===== src/rtl/vu_pkg.sv =====
// Shared types and constants for the VU meter frame scheduler.
package vu_pkg;

  typedef enum logic [2:0] {
    ST_IDLE,
    ST_UPDATE,
    ST_ARM,
    ST_SEND,
    ST_WAIT_ACK,
    ST_WAIT_DONE
  } vu_state_e;

  localparam int ACK_TIMEOUT = 16;

  // Bits needed for a counter spanning 0..n-1, never less than one.
  function automatic int cnt_width(input int n);
    return (n <= 2) ? 1 : $clog2(n);
  endfunction

  localparam int ACK_CNT_W = cnt_width(ACK_TIMEOUT);

endpackage


===== src/rtl/vu_frame_timer.sv =====
// Free-running frame counter; o_tick marks the last clock of every frame.
module vu_frame_timer
  import vu_pkg::*;
#(
  parameter int FRAME_CLKS = 800000
) (
  input  logic i_clk,
  input  logic i_rst_n,
  output logic o_tick
);

  localparam int CNT_W = cnt_width(FRAME_CLKS);
  localparam logic [CNT_W-1:0] LAST = CNT_W'(FRAME_CLKS - 1);

  logic [CNT_W-1:0] cnt_q, cnt_d;

  assign o_tick = (cnt_q == LAST);
  assign cnt_d  = o_tick ? '0 : cnt_q + 1'b1;

  always_ff @(posedge i_clk) begin
    if (!i_rst_n) cnt_q <= '0;
    else          cnt_q <= cnt_d;
  end

endmodule


===== src/rtl/vu_frame_scheduler.sv =====
// Per-frame peak capture, bar scaling/decay and NeoPixel send handshake.
// Optional peak hold is built when VU_PEAK_HOLD_EN is defined.
module vu_frame_scheduler
  import vu_pkg::*;
#(
  parameter int LEDS        = 20,
  parameter int ADDR        = 8,
  parameter int LEVEL_W     = 12,
  parameter int FRAME_CLKS  = 800000,
  parameter int DECAY_STEP  = 1,
  parameter int HOLD_FRAMES = 15
) (
  input  logic               i_clk,
  input  logic               i_rst_n,
  input  logic               i_sample_valid,
  input  logic [LEVEL_W-1:0] i_sample,
  input  logic               i_rdy,
  output logic               o_send,
  output logic [ADDR-1:0]    o_value,
  output logic               o_overrun,
  output logic               o_busy
);

  localparam int PROD_W = LEVEL_W + ADDR;
  localparam logic [ADDR-1:0] LEDS_V    = ADDR'(LEDS);
  localparam logic [ADDR-1:0] STEP_V    = ADDR'(DECAY_STEP);
  localparam logic [ACK_CNT_W-1:0] ACK_LAST = ACK_CNT_W'(ACK_TIMEOUT - 1);

  if (LEDS >= (1 << ADDR) || HOLD_FRAMES < 0) begin : g_cfg_err
    $error("vu_frame_scheduler: LEDS must fit in ADDR bits and HOLD_FRAMES must be >= 0");
  end

  logic tick;

  vu_frame_timer #(.FRAME_CLKS(FRAME_CLKS)) u_timer (
    .i_clk   (i_clk),
    .i_rst_n (i_rst_n),
    .o_tick  (tick)
  );

  // Peak accumulator; a sample landing on the tick opens the next frame.
  logic [LEVEL_W-1:0] acc_q, acc_d, peak_q, peak_d;

  always_comb begin
    acc_d  = acc_q;
    peak_d = peak_q;
    if (tick) begin
      peak_d = acc_q;
      acc_d  = i_sample_valid ? i_sample : '0;
    end else if (i_sample_valid && (i_sample > acc_q)) begin
      acc_d = i_sample;
    end
  end

  always_ff @(posedge i_clk) begin
    if (!i_rst_n) begin
      acc_q  <= '0;
      peak_q <= '0;
    end else begin
      acc_q  <= acc_d;
      peak_q <= peak_d;
    end
  end

  logic [PROD_W-1:0] prod, scaled;
  logic [ADDR-1:0]   target;

  assign prod   = PROD_W'(peak_q) * PROD_W'(LEDS + 1);
  assign scaled = prod >> LEVEL_W;
  assign target = (scaled > PROD_W'(LEDS)) ? LEDS_V : scaled[ADDR-1:0];

  vu_state_e       state_q;
  logic [ADDR-1:0] disp_q, disp_d, decayed;

  assign decayed = (disp_q > STEP_V) ? (disp_q - STEP_V) : '0;

`ifdef VU_PEAK_HOLD_EN
  localparam int HOLD_W = cnt_width(HOLD_FRAMES + 1);
  logic [HOLD_W-1:0] hold_q, hold_d;

  always_comb begin
    disp_d = disp_q;
    hold_d = hold_q;
    if (target > disp_q) begin
      disp_d = target;
      hold_d = HOLD_W'(HOLD_FRAMES);
    end else if (hold_q != '0) begin
      hold_d = hold_q - 1'b1;
    end else begin
      disp_d = (target > decayed) ? target : decayed;
    end
  end

  always_ff @(posedge i_clk) begin
    if (!i_rst_n)                   hold_q <= '0;
    else if (state_q == ST_UPDATE)  hold_q <= hold_d;
  end
`else
  always_comb begin
    disp_d = disp_q;
    if (target >= disp_q)     disp_d = target;
    else if (target > decayed) disp_d = target;
    else                       disp_d = decayed;
  end
`endif

  logic [ACK_CNT_W-1:0] ack_cnt_q;
  logic                 send_q, busy_q;
  logic [ADDR-1:0]      value_q;

  // A tick caught in ARM has not been sent yet, so it is refreshed with the newest peak.
  always_ff @(posedge i_clk) begin
    if (!i_rst_n) begin
      state_q   <= ST_IDLE;
      ack_cnt_q <= '0;
      send_q    <= 1'b0;
      busy_q    <= 1'b0;
      value_q   <= '0;
      disp_q    <= '0;
    end else begin
      send_q <= 1'b0;
      case (state_q)
        ST_IDLE: begin
          if (tick) begin
            state_q <= ST_UPDATE;
            busy_q  <= 1'b1;
          end
        end
        ST_UPDATE: begin
          disp_q  <= disp_d;
          value_q <= disp_d;
          if (i_rdy) begin
            state_q <= ST_SEND;
            send_q  <= 1'b1;
          end else begin
            state_q <= ST_ARM;
          end
        end
        ST_ARM: begin
          if (tick) begin
            state_q <= ST_UPDATE;
          end else if (i_rdy) begin
            state_q <= ST_SEND;
            send_q  <= 1'b1;
          end
        end
        ST_SEND: begin
          state_q   <= ST_WAIT_ACK;
          ack_cnt_q <= ACK_CNT_W'(1);
        end
        ST_WAIT_ACK: begin
          if (!i_rdy) begin
            state_q <= ST_WAIT_DONE;
          end else if (ack_cnt_q == ACK_LAST) begin
            state_q <= ST_IDLE;
            busy_q  <= 1'b0;
          end else begin
            ack_cnt_q <= ack_cnt_q + 1'b1;
          end
        end
        ST_WAIT_DONE: begin
          if (i_rdy) begin
            state_q <= ST_IDLE;
            busy_q  <= 1'b0;
          end
        end
        default: begin
          state_q <= ST_IDLE;
          busy_q  <= 1'b0;
        end
      endcase
    end
  end

  assign o_send    = send_q;
  assign o_value   = value_q;
  assign o_busy    = busy_q;
  assign o_overrun = i_rst_n & tick & (state_q != ST_IDLE);

endmodule


===== config.mk =====
export PLATFORM = sky130hd
export DESIGN_NAME = vu_frame_scheduler
export DESIGN_NICKNAME = d
export VERILOG_FILES = /design/src/rtl/vu_pkg.sv /design/src/rtl/vu_frame_timer.sv /design/src/rtl/vu_frame_scheduler.sv
export SDC_FILE = /design/constraint.sdc
export NUM_CORES = 1
export LEC_CHECK = 0
export ABC_AREA = 1
export BUFFER_PORTS_ARGS = -buffer_cell sky130_fd_sc_hd__clkbuf_2
export CAP_MARGIN = 30
export CORE_ASPECT_RATIO = 0.5
export CORE_UTILIZATION = 25
export CTS_BUF_LIST = sky130_fd_sc_hd__clkbuf_4 sky130_fd_sc_hd__clkbuf_8
export DETAILED_ROUTE_END_ITERATION = 10
export PLACE_DENSITY = 0.42
export SLEW_MARGIN = 25
export SYNTH_ARGS = -nofsm -noshare
export SYNTH_HDL_FRONTEND = slang
export SYNTH_SLANG_ARGS = --single-unit

===== constraint.sdc =====
create_clock -name i_clk -period 5.06 [get_ports i_clk]
set_clock_uncertainty 0.2 [all_clocks]
set_input_delay 1.265 -clock i_clk [delete_from_list [all_inputs] [get_ports i_clk]]
set_output_delay 1.265 -clock i_clk [all_outputs]
set_load 0.1 [all_outputs]

==> results of run 1 <==
==> power groups by stage <==
stage / combinational [W] / sequential (W) / clock (W)
after floorplan: 0.000183 / 0.000585 / 0
after CTS: 0.000283 / 0.000543 / 0.000485
after global placement: 0.000282 / 0.000553 / 0
after detailed placement: 0.000281 / 0.000553 / 0
after global routing: 0.000317 / 0.000549 / 0.000511
final: 0.000278 / 0.000543 / 0.000462
==> cells in the final DEF (no fill, tap or decap), types with 3 or more instances in the layout <==
cell type	n
nor2_1	42
a21oi_1	50
clkbuf_8	11
nor2_2	4
clkbuf_2	26
xor2_1	5
or2_2	3
nor3b_1	3
nand4_1	20
ha_1	63
o211ai_1	3
fa_1	6
nor3_1	14
nand3_1	39
dfxtp_1	60
a21oi_2	3
nor3_2	4
inv_2	5
nand2_2	6
o22ai_1	5
a211oi_1	4
nand2_1	109
o21ai_0	26
inv_1	115
o21bai_1	3
==> tightest hold or removal path, delay by kind of cell, from the launching register on <==
kind	cells	cell delay, ns
DFF	1	0.31
AOI/OAI and AO/OA	1	0.05
buffers and inverters	1	0.04
==> cell type report <==
cell class / instances / area (sq um) / share of cell area
clock buffers: 11 / 151 / 0.0294
clock inverters: 5 / 58.8 / 0.0114
inverters: 121 / 454 / 0.0882
multi-input cells: 439 / 2830 / 0.549
flip-flops and latches: 61 / 1220 / 0.237
well taps: 234 / 293 / 0.0568
repair buffers: 28 / 145 / 0.0282
==> sequential cells by signal (all words and copies together) (netlist names) <==
signal / flops
peak_q: 12
state_q: 3
u_timer.cnt_q: 20
ack_cnt_q: 4
o_busy: 1
o_value: 8
o_send: 1
acc_q: 12
==> stage by stage <==
stage | util | setup WS (ns) | hold slack [ns]
after CTS | 0.292 | 0.399 | 0.253
after floorplan | - | 0.794 | 0.230
after detailed placement | 0.280 | 0.401 | 0.242
final | 0.292 | 0.517 | 0.250
after global routing | 0.292 | 0.00927 | 0.301
after global placement | 0.280 | 0.486 | 0.237
==> metal layers <==
| layer | vias up | GRT usage | routed length [um] |
|---|---|---|---|
| li1 | 2143 | - | - |
| met1 | 1754 | 0.152 | 5440 |
| met2 | 53 | 0.191 | 4570 |
| met3 | 11 | 0.0260 | 312 |
| met4 | 0 | 0.0388 | 138 |
| met5 | - | 0 | 0 |
==> kinds of logic (layout without fill, tap and decap cells) <==
family                   count (synthesis)  in the layout  share of synthesized area
buffers and inverters                  131            165                      0.115
AO/OA/AOI/OAI                          104            104                      0.129
adder cells (fa/ha/maj)                 69             69                      0.199
AND/OR/NAND/NOR                        259            259                      0.277
XOR/XNOR                                 7              7                     0.0134
flip-flops                              61             61                      0.267
==> synthesized netlist by cell type, types with 4 or more instances <==
| cell type | number | area [sq um] |
|---|---|---|
| ha_1 | 63 | 788 |
| inv_1 | 116 | 435 |
| nand3_1 | 39 | 195 |
| o22ai_1 | 5 | 31.3 |
| nor2_1 | 42 | 158 |
| nand4_1 | 20 | 125 |
| nand2_1 | 109 | 409 |
| fa_1 | 6 | 120 |
| o21ai_0 | 26 | 130 |
| dfxtp_1 | 61 | 1220 |
| nand2_2 | 6 | 37.5 |
| inv_2 | 4 | 15.0 |
| nor2_2 | 4 | 25.0 |
| a211oi_1 | 4 | 30.0 |
| xor2_1 | 5 | 43.8 |
| a21oi_1 | 50 | 250 |
| nor3_2 | 4 | 40.0 |
| nor3_1 | 14 | 70.1 |
==> final timing paths <==
path / from / endpoint / slack [ns] / cells past startpoint
worst min-delay path: o_busy / o_busy / 0.25 / 2
worst max-delay path: peak_q[7] / o_value[3] / 0.52 / 26
worst max register to register: peak_q[7] / o_value[3] / 0.52 / 26
worst min register to register: o_busy / o_busy / 0.25 / 2
==> timing repair <==
action / CTS / global route
endpoints found under the setup margin: 0 / 5
resized for setup: 0 / 2
endpoints found under the hold margin: 0 / 0
==> metrics, run 1 <==
dpl hpwl=8360 um; ANT nets after route=0; Num CTS Buffers=9; clock sink total=61; Post-Layout Cell Count=899; largest net degree at the start of global routing=27; Hold Violations, Final=0; CP Max Fanout=6; die area=0.0189 sq mm; Avg Vias per Cell=4.41; dpl cells=883; Relative slew margins=0.558; Power Density=249 mW/mm^2; Seq/Total Area, Yosys=0.267; gpl congestion=0.844; Inserted Diodes=0; Fill cells=1943; Port Buffers=26; Switching Fraction=0.332; ys flop type=dfxtp_1; endpoints failing setup=0; Mapped Cells=631; crit end category=flip-flop; Clock transition at path regs=0.07 ns; VDD IR max=0.0918 mV; Area after DPL=0.00494 sq mm; fin. max-slew vios=0; core box area=0.0177 sq mm; static leakage=2.49 nW; Die H=97.7 um; CP Launch Type=flip-flop; max_cap viols=0; DRC violations left=0; DRT iter0 DRCs=175; internal power=0.000856 W; syn avg cell area=7.25 sq um; post-DR wirelength/cell=11.6 um; Worst path most repeated cell=nand2_1; die width=193 um; via count=3961; CP arrival=4.62 ns; CP top delay family=adder cells; sequential share of power=0.423; worst path bufs/invs=4; Sum Neg Setup Slack=0 ns; Worst-Skew Late Latency=0.35 ns; Clk pwr share=0.360; flops & latches, synth=61; Clock Tree Buf Depth=2; Final nets=745; fmax=0.220 GHz; CTS H-tree depth=3; first-pass GRT wire length=17900 um; 1st-pass router iterations=5; Initial Utilization=0.259; # IOs=27; Post-synth ARST share=0; Tot Pwr=0.00128 W; Design Area, Final=0.00515 sq mm; GRT overflow=0; CP peak stage delay=0.49 ns; status=complete, no violations; Global Route Usage Sum=0.117; Unique masters post-synth=48; Total Routed Length=10500 um; Post-synth EDFFs=0; Tmin final=4.54 ns; Root Driver=clkbuf_8; Net Switching=0.000426 W; Synthesized Nets=716; Ys Warns=0; post-route clock period utilization=0.898; Post-CTS Setup Bufs=0; Crit path required time=5.13 ns; Setup CP Type=reg -> reg; area growth from synthesis to layout=12.6%; slowest CP cell=fa_1; CTS tree=yes; hold_buf cts=0; mapped cell area=0.00457 sq mm; Comb pwr share=0.216; initial antenna violation count=0; FP Rows=34; layout cells sized above 1=0.125; Slew @ Worst Pin=0.659 ns; number of global-route vias before repair=3763; min-delay worst type=reg -> reg; unrepaired setup endpoints after global routing=false
Power figures use the tool's default switching activity.
==> inputs of run 2 (changes only) <==
Settings changed: CORE_UTILIZATION 25 to 61, PLACE_DENSITY 0.42 to 0.82.
==> metrics, run 2 (synthesis gave the netlist of run 1 again) <==
status=complete, no violations; CP peak stage delay=0.50 ns; registers with the most flip-flops=u_timer.cnt_q: 20 flops, acc_q: 12 flops, peak_q: 12 flops; first-pass GRT wire length=16500 um; most frequent cells in the layout=inv_1, nand2_1, ha_1; r2r endpoint=o_value[2]; worst reg-to-reg setup slack=0.39 ns; Inserted Diodes=0; CP startpoint=peak_q[6]; CP Launch Type=flip-flop; CTS H-tree depth=3; core box area=0.00696 sq mm; Switching Fraction=0.322; Port Buffers=26; GRT overflow=0; r2r startpoint=peak_q[6]; clock sink total=61; DRT iter0 DRCs=240; Crit path required time=5.13 ns; post-DR wirelength/cell=12.4 um; Worst Reg-to-Reg Cells=28; min-delay worst type=reg -> reg; Slew @ Worst Pin=0.607 ns; CP Max Fanout=6; Clock transition at path regs=0.07 ns; layout cells sized above 1=0.119; via count=4149; Final nets=744; Area after DPL=0.00475 sq mm; area growth from synthesis to layout=8.78%; Relative slew margins=0.593; CP top delay family=adder cells; 1st-pass router iterations=5; Clk pwr share=0.372; unrepaired setup endpoints after global routing=false; static leakage=2.49 nW; Post-Layout Cell Count=755; max_cap viols=0; Num CTS Buffers=9; Comb pwr share=0.214; most common cell after layout, fill and taps aside=inv_1; Tmin final=4.67 ns; Initial Utilization=0.657; dpl cells=740; fin. max-slew vios=0; post-route clock period utilization=0.923; Clock Tree Buf Depth=2; dpl hpwl=7160 um; worst setup path endpoint=o_value[2]; largest net degree at the start of global routing=27; internal power=0.000893 W; crit end category=flip-flop; Sum Neg Setup Slack=0 ns; DRC violations left=0; die width=124 um; Avg Vias per Cell=5.50; Total Routed Length=9380 um; initial antenna violation count=0; endpoints failing setup=0; Net Switching=0.000424 W; Largest register FFs=20; slowest CP cell=fa_1; ANT nets after route=0; # IOs=27; CTS tree=yes; VDD IR max=0.193 mV; Critical Path Stages=28; Design Area, Final=0.00498 sq mm; Root Driver=clkbuf_8; Fill cells=573; Util after Layout=0.715; worst path bufs/invs=6; Power Density=265 mW/mm^2; CP arrival=4.74 ns; number of global-route vias before repair=3821; Setup CP Type=reg -> reg; sequential share of power=0.414; die area=0.00787 sq mm; FP Rows=21; Post-CTS Resized=0; Die H=63.2 um; most flop-heavy register=u_timer.cnt_q; area of the multi-input gates=0.00283 sq mm; Hold Violations, Final=0; Worst-Skew Late Latency=0.35 ns; Post-CTS Setup Bufs=0; fmax=0.214 GHz; Global Route Usage Sum=0.256; gpl congestion=0.925; FF+latch area=0.00122 sq mm; hold_buf cts=0
==> run 2: worst register-to-register path: cells and delay by family (launching register included) <==
family | cells | cell delay, ns
compound gates | 6 | 0.87
xor+xnor | 1 | 0.17
simple gates | 10 | 0.77
flops | 1 | 0.44
fa+ha+maj | 5 | 1.69
buf+inv | 6 | 0.47
==> run 2: worst min path at each step <==
| stage | from | end | slack (ns) | cells past startpoint |
|---|---|---|---|---|
| after global placement | o_busy | o_busy | 0.24 | 2 |
| after global routing | o_busy | o_busy | 0.28 | 2 |
| after CTS | o_busy | o_busy | 0.26 | 2 |
| after floorplan | u_timer.cnt_q[0] | u_timer.cnt_q[0] | 0.23 | 1 |
| final | o_busy | o_busy | 0.26 | 2 |
| after detailed placement | o_busy | o_busy | 0.25 | 2 |
==> run 2: layer usage <==
layer / GRT usage / up-vias / wire (um)
met5: 0 / - / 0
met3: 0.0629 / 27 / 420
li1: - / 2148 / -
met2: 0.445 / 96 / 4190
met4: 0.0873 / 0 / 208
met1: 0.311 / 1878 / 4560
==> run 2: area by class of cell <==
class                      count  share of cell area
inverter                     121              0.0913
clock inverter                 5              0.0168
clock buffer                  10              0.0277
multi-input combinational    439               0.568
tap                           92              0.0231
sequential                    61               0.245
timing repair buffer          27              0.0277
==> run 2: metrics by stage <==
stage	total power, W	hold WS [ns]	worst slack, ns
floorplan	0.000768	0.230	0.794
global placement	0.000821	0.236	0.630
detailed placement	0.000827	0.249	0.519
CTS	0.00132	0.260	0.455
global route	0.00138	0.280	0.0154
finish	0.00132	0.258	0.389
==> run 2: power groups by stage <==
stage / logic [W] / registers, W / clock network [W]
after floorplan: 0.000183 / 0.000585 / 0
after global placement: 0.000268 / 0.000553 / 0
after detailed placement: 0.000273 / 0.000554 / 0
after CTS: 0.000279 / 0.000544 / 0.000495
after global routing: 0.000317 / 0.000550 / 0.000516
final: 0.000282 / 0.000545 / 0.000489
==> inputs of run 3 (changes only) <==
Settings changed: CORE_UTILIZATION 61 to 64, PLACE_DENSITY 0.82 to 0.85.
==> metrics, run 3 (synthesis gave the netlist of run 1 again) <==
Clock transition at path regs=0.07 ns; FP Rows=21; worst reg-to-reg setup slack=0.43 ns; max_cap viols=0; 1st-pass router iterations=4; clock sink total=61; Die H=61.8 um; Num CTS Buffers=9; dpl hpwl=7260 um; gpl congestion=0.968; Global Route Usage Sum=0.264; initial antenna violation count=0; Crit path required time=5.14 ns; Worst Reg-to-Reg Cells=28; Total Routed Length=9460 um; Worst-Skew Late Latency=0.36 ns; most frequent cells in the layout=inv_1, nand2_1, ha_1; Tmin final=4.63 ns; post-DR wirelength/cell=12.5 um; hold path start=o_busy; Power Density=258 mW/mm^2; # IOs=27; Largest register FFs=20; largest net degree at the start of global routing=27; post-route setup slack=0.427 ns; most flop-heavy register=u_timer.cnt_q; VDD IR max=0.180 mV; layout cells sized above 1=0.120; Hold Violations, Final=0; min-delay worst type=reg -> reg; CP startpoint=peak_q[7]; GRT overflow=0; Post-CTS Setup Bufs=0; number of global-route vias before repair=3522; Slew @ Worst Pin=0.637 ns; Initial Utilization=0.672; Avg Vias per Cell=5.37; unrepaired setup endpoints after global routing=false; endpoints failing setup=0; hold endpoint=o_busy; Setup CP Type=reg -> reg; first-pass GRT wire length=15100 um; dpl ws=0.490 ns; Inserted Diodes=0; via count=4063; status=complete, no violations; Sum Neg Setup Slack=0 ns; Root Driver=clkbuf_8; Final nets=744; die width=122 um; CP Max Fanout=6; r2r startpoint=peak_q[7]; hold path cells=2; Relative slew margins=0.573; post-route clock period utilization=0.916; slowest CP cell=fa_1; CP Launch Type=flip-flop; CP arrival=4.72 ns; most common cell after layout, fill and taps aside=inv_1; r2r endpoint=o_value[0]; ANT nets after route=0; area growth from synthesis to layout=8.64%; CP peak stage delay=0.50 ns; DRT iter0 DRCs=291; crit end category=flip-flop; registers with the most flip-flops=u_timer.cnt_q: 20 flops, acc_q: 12 flops, peak_q: 12 flops; Post-CTS Resized=0; Fill cells=553; fmax=0.216 GHz; hold_buf cts=0; die area=0.00751 sq mm; fin. max-slew vios=0; Port Buffers=26; CTS H-tree depth=3; Tot Pwr=0.00128 W; core box area=0.00681 sq mm; CTS tree=yes; DRC violations left=0; Clock Tree Buf Depth=2; static leakage=2.49 nW
## run 3: changes by cell type in the layout (fill, tap and decap cells not counted), sizes merged
| cell | before | now |
|---|---|---|
| inv | 121 | 120 |
| bufinv | 2 | 1 |
| clkinv | 1 | 2 |
| clkbuf | 36 | 39 |
| clkinvlp | 2 | 1 |
## run 3: worst max-delay path by stage
stage | to | slack, ns | cells past startpoint
after floorplan | o_overrun | 0.79 | 3
after global placement | o_value[3] | 0.63 | 28
after detailed placement | o_value[4] | 0.49 | 28
after CTS | o_value[0] | 0.43 | 28
after global routing | o_value[4] | 0.04 | 28
final | o_value[0] | 0.43 | 28
## run 3: final cells by class
type | count | area, sq um | share of cell area
clock buffer | 13 | 173 | 0.0347
clock inverter | 3 | 42.5 | 0.00856
inverter | 121 | 454 | 0.0914
multi-input combinational | 439 | 2830 | 0.569
sequential | 61 | 1220 | 0.246
tap | 92 | 115 | 0.0232
timing repair buffer | 27 | 138 | 0.0277
## run 3: stage by stage
step	util	hold slack [ns]	cells	area, sq um
after floorplan	-	0.230	631	4570
after global placement	0.699	0.237	740	4750
after detailed placement	0.699	0.239	740	4750
after CTS	0.730	0.249	756	4970
after global routing	0.730	0.296	756	4970
final	0.730	0.249	756	4970
## run 3: power breakdown
part / switching (W) / total [W] / internal (W)
registers: 0.0000239 / 0.000544 / 0.000520
clock network: 0.000193 / 0.000466 / 0.000272
logic: 0.000192 / 0.000275 / 0.0000830
total: 0.000409 / 0.00128 / 0.000875
## run 3: worst max-delay path: cells and delay by family, from the launching register on
kind | cells | cell delay (ns)
XOR/XNOR | 1 | 0.17
AO/OA/AOI/OAI | 6 | 0.82
flip-flops | 1 | 0.33
adder cells (fa/ha/maj) | 5 | 1.72
AND/OR/NAND/NOR | 10 | 0.82
buffers and inverters | 6 | 0.50
## run 3: metal layers
layer / up-vias / global-route usage / part of all wire
met2: 74 / 0.469 / 0.46
met1: 1828 / 0.314 / 0.47
li1: 2141 / - / -
met5: - / 0 / 0
met4: 0 / 0.111 / 0.020
met3: 20 / 0.0703 / 0.043
